`src/rtl/bus_responder.sv`:
```
// Bus target: accepts a request, holds it WAIT_CYCLES wait states, then acks from a DEPTH-word register file.
// Optional write/read parity checking is enabled by defining BUS_RESPONDER_PARITY_EN.
module bus_responder #(
   parameter int ADDR_W      = 8,
   parameter int DATA_W      = 32,
   parameter int DEPTH       = 16,
   parameter int WAIT_CYCLES = 2,
   parameter int CNT_W       = 16
) (
   input  logic              clk,
   input  logic              rst,
   input  logic              req,
   input  logic              we,
   input  logic [ADDR_W-1:0] addr,
   input  logic [DATA_W-1:0] wdata,
   input  logic              wpar,
   output logic              ack,
   output logic              err,
   output logic [DATA_W-1:0] rdata,
   output logic              rpar,
   output logic              busy,
   output logic [CNT_W-1:0]  txn_cnt
);

   localparam int IDX_W = (DEPTH > 1) ? $clog2(DEPTH) : 1;
   localparam int WC_W  = (WAIT_CYCLES > 1) ? $clog2(WAIT_CYCLES) : 1;
   localparam logic [ADDR_W:0]  DEPTH_X   = (ADDR_W+1)'(DEPTH);
   localparam logic [WC_W-1:0]  WC_LOAD   = WC_W'((WAIT_CYCLES > 0) ? WAIT_CYCLES - 1 : 0);

   typedef enum logic [1:0] {IDLE, WAIT, ACK} state_t;

   state_t              state_reg;
   logic [WC_W-1:0]     wait_cnt_reg;
   logic                txn_we_reg;
   logic [ADDR_W-1:0]   txn_addr_reg;
   logic [DATA_W-1:0]   txn_wdata_reg;
   logic                txn_wpar_reg;
   logic                ack_reg, err_reg, busy_reg, rpar_reg;
   logic [DATA_W-1:0]   rdata_reg;
   logic [CNT_W-1:0]    txn_cnt_reg;
   logic [DATA_W-1:0]   mem [DEPTH];

   // With zero wait states the ack decision is made on the accepting edge, so
   // the transaction fields come straight from the bus rather than the latches.
   logic                src_we, src_wpar;
   logic [ADDR_W-1:0]   src_addr;
   logic [DATA_W-1:0]   src_wdata;
   logic                range_bad, par_bad, txn_bad, go_ack;
   logic [DATA_W-1:0]   rd_val;

   always_comb begin
      src_we    = (state_reg == IDLE) ? we    : txn_we_reg;
      src_addr  = (state_reg == IDLE) ? addr  : txn_addr_reg;
      src_wdata = (state_reg == IDLE) ? wdata : txn_wdata_reg;
      src_wpar  = (state_reg == IDLE) ? wpar  : txn_wpar_reg;
      range_bad = ({1'b0, src_addr} >= DEPTH_X);
`ifdef BUS_RESPONDER_PARITY_EN
      par_bad   = src_we && (src_wpar != ^src_wdata);
`else
      par_bad   = 1'b0;
`endif
      txn_bad   = range_bad || par_bad;
      rd_val    = txn_bad ? '0 : mem[src_addr[IDX_W-1:0]];
      go_ack    = req && (((state_reg == IDLE) && (WAIT_CYCLES == 0)) ||
                          ((state_reg == WAIT) && (wait_cnt_reg == '0)));
   end

`ifndef BUS_RESPONDER_PARITY_EN
   logic unused_wpar;
   assign unused_wpar = src_wpar;
`endif

   always_ff @(posedge clk) begin
      if (rst) begin
         state_reg     <= IDLE;
         wait_cnt_reg  <= '0;
         txn_we_reg    <= 1'b0;
         txn_addr_reg  <= '0;
         txn_wdata_reg <= '0;
         txn_wpar_reg  <= 1'b0;
         ack_reg       <= 1'b0;
         err_reg       <= 1'b0;
         busy_reg      <= 1'b0;
         rpar_reg      <= 1'b0;
         rdata_reg     <= '0;
         txn_cnt_reg   <= '0;
         for (int i = 0; i < DEPTH; i++) mem[i] <= '0;
      end else begin
         ack_reg <= 1'b0;
         err_reg <= 1'b0;
         case (state_reg)
            IDLE: begin
               if (req) begin
                  txn_we_reg    <= we;
                  txn_addr_reg  <= addr;
                  txn_wdata_reg <= wdata;
                  txn_wpar_reg  <= wpar;
                  busy_reg      <= 1'b1;
                  wait_cnt_reg  <= WC_LOAD;
                  state_reg     <= (WAIT_CYCLES == 0) ? ACK : WAIT;
               end
            end
            WAIT: begin
               if (!req) begin
                  state_reg <= IDLE;
                  busy_reg  <= 1'b0;
               end else if (wait_cnt_reg == '0) begin
                  state_reg <= ACK;
               end else begin
                  wait_cnt_reg <= wait_cnt_reg - 1'b1;
               end
            end
            ACK: begin
               state_reg <= IDLE;
               busy_reg  <= 1'b0;
               // Commit only once the ack has been seen, so an aborted or reset transaction never writes.
               if (txn_we_reg && !err_reg)
                  mem[txn_addr_reg[IDX_W-1:0]] <= txn_wdata_reg;
            end
            default: state_reg <= IDLE;
         endcase

         if (go_ack) begin
            ack_reg <= 1'b1;
            err_reg <= txn_bad;
            if (txn_cnt_reg != '1) txn_cnt_reg <= txn_cnt_reg + 1'b1;
            if (!src_we) begin
               rdata_reg <= rd_val;
`ifdef BUS_RESPONDER_PARITY_EN
               rpar_reg  <= ^rd_val;
`else
               rpar_reg  <= 1'b0;
`endif
            end
         end
      end
   end

   assign ack     = ack_reg;
   assign err     = err_reg;
   assign rdata   = rdata_reg;
   assign rpar    = rpar_reg;
   assign busy    = busy_reg;
   assign txn_cnt = txn_cnt_reg;

endmodule

```
`config.mk`:
```
export PLATFORM = sky130hd
export DESIGN_NAME = bus_responder
export DESIGN_NICKNAME = d
export VERILOG_FILES = /design/src/rtl/bus_responder.sv
export SDC_FILE = /design/constraint.sdc
export NUM_CORES = 1
export LEC_CHECK = 0
export BUFFER_PORTS_ARGS = -buffer_cell sky130_fd_sc_hd__buf_2
export CORE_MARGIN = 2
export CORE_UTILIZATION = 40
export CTS_CLUSTER_SIZE = 10
export DETAILED_ROUTE_END_ITERATION = 16
export SETUP_SLACK_MARGIN = 0.5
export SLEW_MARGIN = 20
export SYNTH_ARGS = -nofsm -noshare
export SYNTH_HDL_FRONTEND = slang
export SYNTH_SLANG_ARGS = --single-unit
```
`constraint.sdc`:
```
create_clock -name clk -period 5.65 [get_ports clk]
set_clock_uncertainty 0.05 [all_clocks]
set_input_delay 0.2825 -clock clk [delete_from_list [all_inputs] [get_ports clk]]
set_output_delay 0.2825 -clock clk [all_outputs]
set_load 0.005 [all_outputs]
```
==> key figures <==
Synth
  – Yosys reg bits: 607
  – Most common cell in the netlist: and2_1
  – Ys flop type: edfxtp_1
  – Synthesized area: 0.0303 mm2
  – Synth area leader: edfxtp_1
  – Cells after Synth: 2860
  – Dominant cells by area after synthesis: edfxtp_1, and2_1, dfxtp_1
  – Post-synth EDFFs: 512
  – Share of flip-flops with an asynchronous set or reset: 0
  – Seq/Total Area, Yosys: 0.570
  – Most frequent cells after synthesis: and2_1, edfxtp_1, nand2_1, o21ai_0, clkbuf_1
  – Syn avg cell area: 10.6 um2
  – Post-Syn Nets: 2910
  – Post-synth top area share: 0.507
  – Ys Warns: 0
  – Synth cell types: 55

Setup path
  – Slowest stage delay, CP: 1.04 ns
  – Arr. time, crit path: 4.11 ns
  – CP max stage cell: mux2_4
  – CP cell instances: mux2_4 > buf_4 > a31oi_1 > a222oi_1 > a32o_1
  – Critical path class: reg -> reg
  – Setup crit start kind: flip-flop
  – Critical path's top delay family: multiplexers
  – Critical Path RT: 6.15 ns
  – Crit-path max FO: 77
  – Crit. End Element: flip-flop
  – Worst path bufs/invs: 1

Timing
  – Max-slew headroom: 0.239
  – Final hold vios: 0
  – Final setup viols: 0
  – Setup tns final: 0 ns
  – Unrepaired setup endpoints after global routing: false
  – Measured slew at the worst slew-check pin: 1.14 ns
  – Final Max Slew Viols: 0
  – Post-layout min period: 3.61 ns
  – Final Cycle Share: 0.640
  – Fmax achieved: 0.277 GHz

GRT
  – Antenna violations before repair: 5
  – Global-route wire length before repair: 146000 um
  – Largest net degree at the start of global routing: 104
  – Aggregate global routing overflow: 0
  – Total GRT Usage: 0.250
  – Vias in the first global route: 23400

Clocking
  – H-Tree Depth: 3
  – Clock Latency Late Sink: 0.61 ns
  – Setup Buffers After CTS: 0
  – Clock slew at reported path FFs: 0.06 ns
  – Clk buf depth: 3
  – Number of CTS-inserted buffers: 72
  – CTS root buf: clkbuf_16
  – CTS tree: done
  – Num Clock Sinks: 607

Placement
  – Post-DP HPWL: 53000 um
  – Gpl congestion: 0.801
  – Port Buffers: 94
  – Placed cell count: 3722
  – Placed cell areas: 0.0315 mm2

Route
  – Post-route ant nets: 0
  – Routed met2 length: 46800 um
  – Met1 WL: 39400 um
  – Drt drc: 0
  – Drt via density: 5.95
  – First-pass DRT Iterations: 6
  – Top Metal Used: met5
  – First DRT Iteration DRCs: 2650
  – Vias: 23200
  – Wire per inst: 25.2 um
  – Metal3 WL: 8770 um
  – Routed WL: 98200 um

Die
  – Core area: 0.0748 mm2
  – Die area: 0.0781 mm2
  – Die Y: 279 um
  – Num rows: 100
  – Initial core utilization: 0.405
  – I/O pins: 97
  – Die X: 279 um

Layout
  – Number of flip-flops in the largest register: 512
  – Final Util: 0.456
  – Synth-to-layout area growth: 12.4%
  – Non-Filler Instances: 3900
  – Post-Layout Inst Area: 0.0341 mm2
  – Fillcell total: 6859
  – Layout Nets: 2918
  – Fraction of layout cells with a size suffix above 1: 0.110

Flow run
  – Max Cap Violations: 0

Outcome
  – Status: complete, no violations

Min path
  – Hold Crit Class: in -> reg

Power and ir drop
  – Maximum vdd ir drop: 0.000226 V
  – Lkg Pwr: 12.3 nW
  – Power per cell area: 321 mW/mm2
-- logic make-up (layout without fill, tap and decap cells) --
logic type      count (synthesis)  after routing  share of synthesized area
mux                             4              4                    0.00140
buf+inv                       364            432                     0.0538
simple gates                 1064           1064                      0.194
xor+xnor                       14             14                    0.00404
fa+ha+maj                       5              5                    0.00206
flops                         607            607                      0.570
compound gates                801            801                      0.176
other cells                     1              4                   0.000124
-- area by class of cell --
class	instances	area, um2	share of cell area
Clock inverter	4	30.0	0.000881
Inverter	98	368	0.0108
Tap cell	969	1210	0.0356
Clock buffer	130	2170	0.0635
Antenna cell	3	7.51	0.000220
Multi-Input combinational cell	1889	11600	0.340
Sequential cell	607	17300	0.507
Timing Repair Buffer	200	1430	0.0419
-- per-stage QoR --
step / power [mW] / hold slack (ns) / worst slack (ns)
after floorplan: 6.08 / 0.332 / 3.37
after global placement: 6.55 / 0.390 / 2.00
after detailed placement: 6.58 / 0.399 / 1.99
after CTS: 11.0 / 0.227 / 2.13
after global routing: 11.3 / 0.280 / 1.87
final: 11.0 / 0.284 / 2.04
-- layer usage --
metal | up-vias | global-route usage
li1 | 10300 | -
met1 | 11500 | 0.328
met2 | 1154 | 0.418
met3 | 194 | 0.0435
met4 | 4 | 0.0865
met5 | - | 0
-- report_power, final --
group	total, mW	switching, mW	internal [mW]	leakage, nW
logic	1.40	0.956	0.443	5.15
clock network	4.42	1.83	2.58	1.05
registers	5.14	0.142	5.00	6.06
total	11.0	2.93	8.02	12.3
-- placed cells by master (no fill, tap or decap), types with 4 or more instances in the layout --
cell           netlist  routed
nor2_4               0      12
nand3_1             10      10
buf_4               13      62
buf_12               0       4
a211oi_1             8       8
o31ai_1             33      33
o21ai_0            176     176
clkbuf_16            0      78
or2_2               18      15
inv_1               98      98
a21oi_1            146     145
nor3_4               0       4
a32o_1              32      32
ha_1                 5       5
nor2_1              39      25
nand2_1            283     282
nor3_1               7       6
buf_2               61      92
o211ai_1            94      94
a222oi_1            32      32
a22oi_2             27      27
nor2b_1              6       5
dfxtp_1             95      94
nand2b_1            70      69
clkbuf_1           167      50
a31oi_1            128     128
edfxtp_1           512     512
o21ai_1             12      12
dlygate4sd3_1        0      41
xnor2_1             11      11
and2_1             607     605
a22oi_1            100     100
-- worst min-delay path, delay by kind of cell --
kind | cells | cell delay (ns)
compound gates | 1 | 0.07
buf+inv | 1 | 0.27
simple gates | 1 | 0.16
-- what timing repair did --
item                      4_1_cts  5_1_grt
hold endpoints to repair       41        0
hold buffers                   41        0
resized for setup               0        0
-- final timing paths --
check / to / startpoint / depth (start not counted) / slack [ns]
setup / recovery: rdata[26] / txn_addr_reg[0] / 5 / 2.04
hold / removal: txn_addr_reg[0] / addr[0] / 3 / 0.28
setup reg to reg: rdata[26] / txn_addr_reg[0] / 5 / 2.04
hold reg to reg: txn_addr_reg[6] / txn_addr_reg[6] / 2 / 0.41
Power figures use the tool's default switching activity.
